## config.mk

```make
export PLATFORM = sky130hd
export DESIGN_NAME = data_mem_port_flat
export DESIGN_NICKNAME = d
export VERILOG_FILES = /design/src/rtl/data_mem_port_if.sv /design/src/rtl/data_mem_port.sv /design/src/flat_wrapper.sv
export SDC_FILE = /design/constraint.sdc
export NUM_CORES = 1
export LEC_CHECK = 0
export BUFFER_PORTS_ARGS = -buffer_cell sky130_fd_sc_hd__buf_2
export CORE_MARGIN = 2
export CORE_UTILIZATION = 51
export DETAILED_ROUTE_END_ITERATION = 6
export PLACE_DENSITY = 0.93
export SLEW_MARGIN = 5
export SYNTH_ARGS = -nofsm -noshare
export SYNTH_HDL_FRONTEND = slang
export SYNTH_SLANG_ARGS = --single-unit
export TNS_END_PERCENT = 10
```

## constraint.sdc

```tcl
create_clock -name clock -period 4.5 [get_ports clock]
set_clock_uncertainty 0.1 [all_clocks]
set_input_delay 0.45 -clock clock [delete_from_list [all_inputs] [get_ports clock]]
set_output_delay 0.45 -clock clock [all_outputs]
set_load 0.03 [all_outputs]
```

## src/rtl/data_mem_port_if.sv

```systemverilog
// External 16-bit data bus between the load/store controller and memory:
// the controller drives a req/we/addr/wdata request; memory answers with a one-cycle ack plus rdata.
interface data_mem_port_if #(
  parameter int DATA_W = 16,
  parameter int ADDR_W = 16
);
  logic              bus_req;
  logic              bus_we;
  logic [ADDR_W-1:0] bus_addr;
  logic [DATA_W-1:0] bus_wdata;
  logic [DATA_W-1:0] bus_rdata;
  logic              bus_ack;

  modport master (
    output bus_req,
    output bus_we,
    output bus_addr,
    output bus_wdata,
    input  bus_rdata,
    input  bus_ack
  );

  modport slave (
    input  bus_req,
    input  bus_we,
    input  bus_addr,
    input  bus_wdata,
    output bus_rdata,
    output bus_ack
  );
endinterface

```

## src/rtl/data_mem_port.sv

```systemverilog
// Load/store bus controller after the memory stage: one word request per instruction, req/ack bus
// handshake with a timeout abort, and a pipeline stall while a transaction is outstanding.
// Optional DMP_POSTED_WRITE_EN: stores go into a one-entry write buffer without stalling the pipeline.
module data_mem_port #(
  parameter int DATA_W  = 16,
  parameter int ADDR_W  = 16,
  parameter int TIMEOUT = 15
) (
  input  logic              clock,
  input  logic              rst,
  input  logic              req_valid,
  input  logic              req_write,
  input  logic [ADDR_W-1:0] req_addr,
  input  logic [DATA_W-1:0] req_wdata,
  output logic              stall,
  output logic              resp_valid,
  output logic [DATA_W-1:0] resp_rdata,
  output logic              resp_err,
  data_mem_port_if.master   bus
);

  typedef enum logic [1:0] {IDLE, BUS, DONE} state_t;

  localparam logic [7:0] CNT_LAST = 8'(TIMEOUT - 1);

  state_t            state, state_nxt;
  logic [7:0]        cnt, cnt_nxt;
  logic              wr_p0;
  logic [ADDR_W-1:0] addr_p0;
  logic [DATA_W-1:0] wdata_p0;
  logic [DATA_W-1:0] rdata_q;
  logic              err_q;
  logic              latch_req;
  logic              finish;
  logic              finish_err;
  logic              stall_c;

`ifdef DMP_POSTED_WRITE_EN
  logic              posted_q;
  logic              err_sticky_q;
`endif

  // Wait counter never wraps, so a stuck count can't re-arm the timeout compare.
  function automatic logic [7:0] sat_inc(input logic [7:0] v);
    return (v == 8'hFF) ? v : v + 8'd1;
  endfunction

  always_comb begin
    state_nxt  = state;
    cnt_nxt    = cnt;
    latch_req  = 1'b0;
    finish     = 1'b0;
    finish_err = 1'b0;
    stall_c    = 1'b0;
    case (state)
      IDLE: begin
        stall_c = req_valid;
`ifdef DMP_POSTED_WRITE_EN
        if (req_valid && req_write) stall_c = 1'b0;
`endif
        if (req_valid) begin
          latch_req = 1'b1;
          cnt_nxt   = 8'd0;
          state_nxt = BUS;
        end
      end
      BUS: begin
        stall_c = 1'b1;
`ifdef DMP_POSTED_WRITE_EN
        if (posted_q) stall_c = req_valid;
`endif
        if (bus.bus_ack) begin
          finish    = 1'b1;
          state_nxt = DONE;
        end else if (cnt == CNT_LAST) begin
          finish     = 1'b1;
          finish_err = 1'b1;
          state_nxt  = DONE;
        end else begin
          cnt_nxt = sat_inc(cnt);
        end
      end
      DONE: begin
        // The pipeline advances this cycle; a new request is only taken back in IDLE.
        stall_c = 1'b0;
`ifdef DMP_POSTED_WRITE_EN
        if (posted_q) stall_c = req_valid;
`endif
        state_nxt = IDLE;
      end
      default: state_nxt = IDLE;
    endcase
  end

  always_ff @(posedge clock or negedge rst) begin
    if (!rst) begin
      state    <= IDLE;
      cnt      <= 8'd0;
      wr_p0    <= 1'b0;
      addr_p0  <= '0;
      wdata_p0 <= '0;
      rdata_q  <= '0;
      err_q    <= 1'b0;
    end else begin
      state <= state_nxt;
      cnt   <= cnt_nxt;
      if (latch_req) begin
        wr_p0    <= req_write;
        addr_p0  <= req_addr;
        wdata_p0 <= req_wdata;
      end
      if (finish) begin
        rdata_q <= (!wr_p0 && !finish_err) ? bus.bus_rdata : '0;
`ifdef DMP_POSTED_WRITE_EN
        err_q   <= finish_err | err_sticky_q | (finish_err & posted_q);
`else
        err_q   <= finish_err;
`endif
      end
    end
  end

`ifdef DMP_POSTED_WRITE_EN
  always_ff @(posedge clock or negedge rst) begin
    if (!rst) begin
      posted_q     <= 1'b0;
      err_sticky_q <= 1'b0;
    end else begin
      if (latch_req) posted_q <= req_write;
      if (finish && finish_err && posted_q) err_sticky_q <= 1'b1;
    end
  end
`endif

  // Stall is gated by reset so an aborted transaction releases the pipeline immediately.
  assign stall         = stall_c & rst;
  assign resp_valid    = (state == DONE);
  assign resp_rdata    = rdata_q;
  assign resp_err      = err_q;
  assign bus.bus_req   = (state == BUS);
  assign bus.bus_we    = (state == BUS) & wr_p0;
  assign bus.bus_addr  = addr_p0;
  assign bus.bus_wdata = wdata_p0;

endmodule

```

## src/flat_wrapper.sv

```systemverilog
// flat-port wrapper written by rule: the top's interface ports become plain ports
module data_mem_port_flat 
#(
  parameter int DATA_W  = 16,
  parameter int ADDR_W  = 16,
  parameter int TIMEOUT = 15
)
  (clock, rst, req_valid, req_write, req_addr, req_wdata, stall, resp_valid, resp_rdata, resp_err, bus_bus_req, bus_bus_we, bus_bus_addr, bus_bus_wdata, bus_bus_rdata, bus_bus_ack);
  data_mem_port_if #(.DATA_W(DATA_W), .ADDR_W(ADDR_W)) bus_i ();
  input  logic clock;
  input  logic rst;
  input  logic req_valid;
  input  logic req_write;
  input  logic [ADDR_W-1:0] req_addr;
  input  logic [DATA_W-1:0] req_wdata;
  output logic stall;
  output logic resp_valid;
  output logic [DATA_W-1:0] resp_rdata;
  output logic resp_err;
  output wire logic [$bits(bus_i.bus_req)-1:0] bus_bus_req;
  output wire logic [$bits(bus_i.bus_we)-1:0] bus_bus_we;
  output wire logic [$bits(bus_i.bus_addr)-1:0] bus_bus_addr;
  output wire logic [$bits(bus_i.bus_wdata)-1:0] bus_bus_wdata;
  input wire logic [$bits(bus_i.bus_rdata)-1:0] bus_bus_rdata;
  input wire logic [$bits(bus_i.bus_ack)-1:0] bus_bus_ack;
  assign bus_bus_req = bus_i.bus_req;
  assign bus_bus_we = bus_i.bus_we;
  assign bus_bus_addr = bus_i.bus_addr;
  assign bus_bus_wdata = bus_i.bus_wdata;
  assign bus_i.bus_rdata = bus_bus_rdata;
  assign bus_i.bus_ack = bus_bus_ack;
  data_mem_port #(.DATA_W(DATA_W), .ADDR_W(ADDR_W), .TIMEOUT(TIMEOUT)) u_core (.clock(clock), .rst(rst), .req_valid(req_valid), .req_write(req_write), .req_addr(req_addr), .req_wdata(req_wdata), .stall(stall), .resp_valid(resp_valid), .resp_rdata(resp_rdata), .resp_err(resp_err), .bus(bus_i));
endmodule
```

==> results.toml <==
[outcome]
status = "finished clean"

[yosys]
synth_nets = 302
yosysWarnings = 0
avgSynthCellArea_um2 = 10.0
synthTopCellsByArea = "dfrtp_1 (61%), nand2_1 (17%), a22o_1 (5.7%), clkbuf_1 (1.4%), ha_1 (1.0%)"
netlist_area_mm2 = 0.00247
synth-edff-count = 0
synth-main-ff-cell = "dfrtp_1"
yosysTopAreaCell = "dfrtp_1"
synth_cell_types = 39
synth-seq-cells = 60
postSynthCellCount = 247
synth_top_cell_area_share_pct = 60.8
ys_seq_area_share_pct = 60.8
synthArstFlopShare_pct = 100

[clock_network]
path_clk_slew_ns = 0.07
hold_buffers = 0
numCtsBuffers = 9
postCtsSetupBuffers = 0
cts_tree = "built"
cts_resized = 0
cts.sinks = 60
insertion_delay_ns = 0.33
ctsLongestPathBuffers = 2
root_buffer = "clkbuf_8"
htreeDepth = 3

[routing]
antenna_left = 0
drc = 0
via_per_inst = 5.32
dr_total_vias = 2174
drtIter0Drc = 214
wl_per_cell_um = 14.8
wirelength_um = 6030
drt_pass1_iterations = 5

[sta]
rsz0062_at_grt = "false"
min_period_ns = 2.18
setup_viol = 0
final_hold_viol_count = 0
max_freq_ghz = 0.459
fin_crit_sh_pct = 48.4
relSlewSlack_pct = 15.5
final_max_slew_viol_count = 0
hold_slack_ns = 0.158
fin_tns_setup_ns = 0
worst_pin_slew_ns = 1.26

[global_route]
grt_pass1_wl_um = 9440
grtUsageTotal_pct = 22.8
antenna_found_initial = 0
grt_max_degree = 62
grt_pass1_vias = 2124
overflow = 0

[power_and_ir_drop]
p_sw_uw = 1020
pwr_density_cell_mw_per_mm2 = 739
pwr-share-comb_pct = 40.7
p_seq_share_pct = 37.0
clkPwrFrac_pct = 22.3
ir_drop_mv = 0.449
p_leak_uw = 0.00180
cellInternalPower_uw = 1360
swShare_pct = 42.9

[worst_setup_path]
worst-path-max-fanout = 9
required_ns = 3.95
endpoint_kind = "primary output"
arrival_ns = 1.63
path_class = "register to primary output"
reg2reg_depth = 4
slowest_stage = "dfrtp_1"
crit_cells = 4
slowest_delay_ns = 0.41
crit_family = "simple AND/OR/NAND/NOR gates"
cp.buffers_inverters = 2
start_kind = "register"
path_cells = "nand2b_1 -> inv_2 -> and2_1 -> buf_2"

[cells_and_area]
area.growth.synth_to_final_pct = 30.0
n_fill_cell = 348
antennaDiodeCount = 0
drive_gt1_share_pct = 35.8
nets = 405

[flow_run]
drv_cap = 0

[place]
dp_hpwl_um = 4180
port_buffers = 105
place.gp.congestion = 0.837

[floorplanning]
io_pins = 106
floorplan.initialDensity_pct = 52.6
core-area_mm2 = 0.00469
rows = 25
die_y_um = 73.6
die-area_mm2 = 0.00542
die_w_um = 73.6

[hold_path]
hp-class = "input port to async pin"
==> power by group through the flow <==
| stage | logic (uW) | clock network [uW] | registers, uW |
|---|---|---|---|
| floorplan | 290 | 0 | 1240 |
| global placement | 940 | 0 | 867 |
| detailed placement | 972 | 0 | 874 |
| CTS | 972 | 531 | 873 |
| global route | 1030 | 554 | 894 |
| finish | 966 | 528 | 879 |
==> stage by stage <==
step           setup WS [ns]  util (%)  cells  cell area (um^2)  total power, uW
2_1_floorplan           2.74         -    247              2470             1530
3_3_place_gp            2.34      63.8    393              2990             1810
3_5_place_dp            2.32      63.8    393              2990             1850
4_1_cts                 2.32      68.4    409              3210             2380
5_1_grt                 2.21      68.4    409              3210             2480
6_report                2.32      68.4    409              3210             2370
==> flip-flops by register name (all words and copies together) (netlist names) <==
| signal | flops |
|---|---|
| u_core.bus.bus_wdata | 16 |
| u_core.bus.bus_addr | 16 |
| u_core.cnt | 8 |
| u_core.resp_err | 1 |
| u_core.state | 2 |
| u_core.resp_rdata | 16 |
| u_core.wr_p0 | 1 |
==> kinds of logic after synthesis <==
family / after synthesis / synth area share (%)
adders and majority gates: 2 / 1.01
DFF: 60 / 60.8
muxes: 1 / 0.405
xor gates and xnor gates: 3 / 1.06
buffers and inverters: 17 / 3.55
and+or+nand+nor: 134 / 23.3
AOI/OAI and AO/OA: 30 / 9.93
==> cell usage after synthesis, types with 2 or more instances <==
cell type,instances
nor2_1,2
nand2_1,110
clkbuf_1,9
nand3_1,3
and2_1,2
nor2b_1,2
nor3_1,2
ha_1,2
xor2_1,2
inv_1,2
buf_4,2
dfrtp_1,60
o31ai_1,2
a22o_1,16
a21oi_1,3
o22ai_1,4
buf_6,2
==> final timing paths <==
path / from / endpoint / slack, ns
max: u_core.state[1]$_DFFE_PN0P_ / bus_bus_we / 2.32
min: rst / u_core.resp_rdata[5]$_DFFE_PN0P_ / 0.16
max reg2reg: u_core.state[0]$_DFFE_PN0P_ / u_core.bus.bus_addr[7]$_DFFE_PN0P_ / 2.53
min reg2reg: u_core.bus.bus_addr[13]$_DFFE_PN0P_ / u_core.bus.bus_addr[13]$_DFFE_PN0P_ / 0.37
max in group asynchronous: rst / u_core.cnt[5]$_DFFE_PN0P_ / 3.65
min in group clock: req_addr[13] / u_core.bus.bus_addr[13]$_DFFE_PN0P_ / 0.21
==> per-layer routing <==
metal / GRT usage, % / vias to the layer above / routed length [um]
li1: - / 1025 / -
met1: 28.2 / 1046 / 2450
met2: 37.9 / 92 / 3160
met3: 5.08 / 11 / 309
met4: 10.9 / 0 / 108
met5: 0 / - / 0
==> layout by cell type (no fill, tap or decap), types with 2 or more instances in the layout <==
master | netlist | routed
a21oi_1 | 3 | 3
a22o_1 | 16 | 16
and2_1 | 2 | 2
buf_2 | 1 | 105
bufinv_16 | 0 | 2
clkbuf_8 | 0 | 10
clkinv_2 | 0 | 3
dfrtp_1 | 60 | 60
ha_1 | 2 | 2
inv_1 | 2 | 2
nand2_1 | 110 | 110
nand3_1 | 3 | 3
nor2_1 | 2 | 2
nor2b_1 | 2 | 2
nor3_1 | 2 | 2
o22ai_1 | 4 | 4
o31ai_1 | 2 | 2
xor2_1 | 2 | 2
==> area by class of cell <==
class | instances | area [um^2] | share of cell area (%)
repair buffers | 106 | 533 | 16.6
multi-input cells | 170 | 881 | 27.4
flip-flops and latches | 60 | 1500 | 46.8
clock inverters | 5 | 75.1 | 2.34
inverters | 3 | 11.3 | 0.351
well taps | 54 | 67.6 | 2.10
clock buffers | 11 | 141 | 4.40
(Power assumes the default switching activity.)
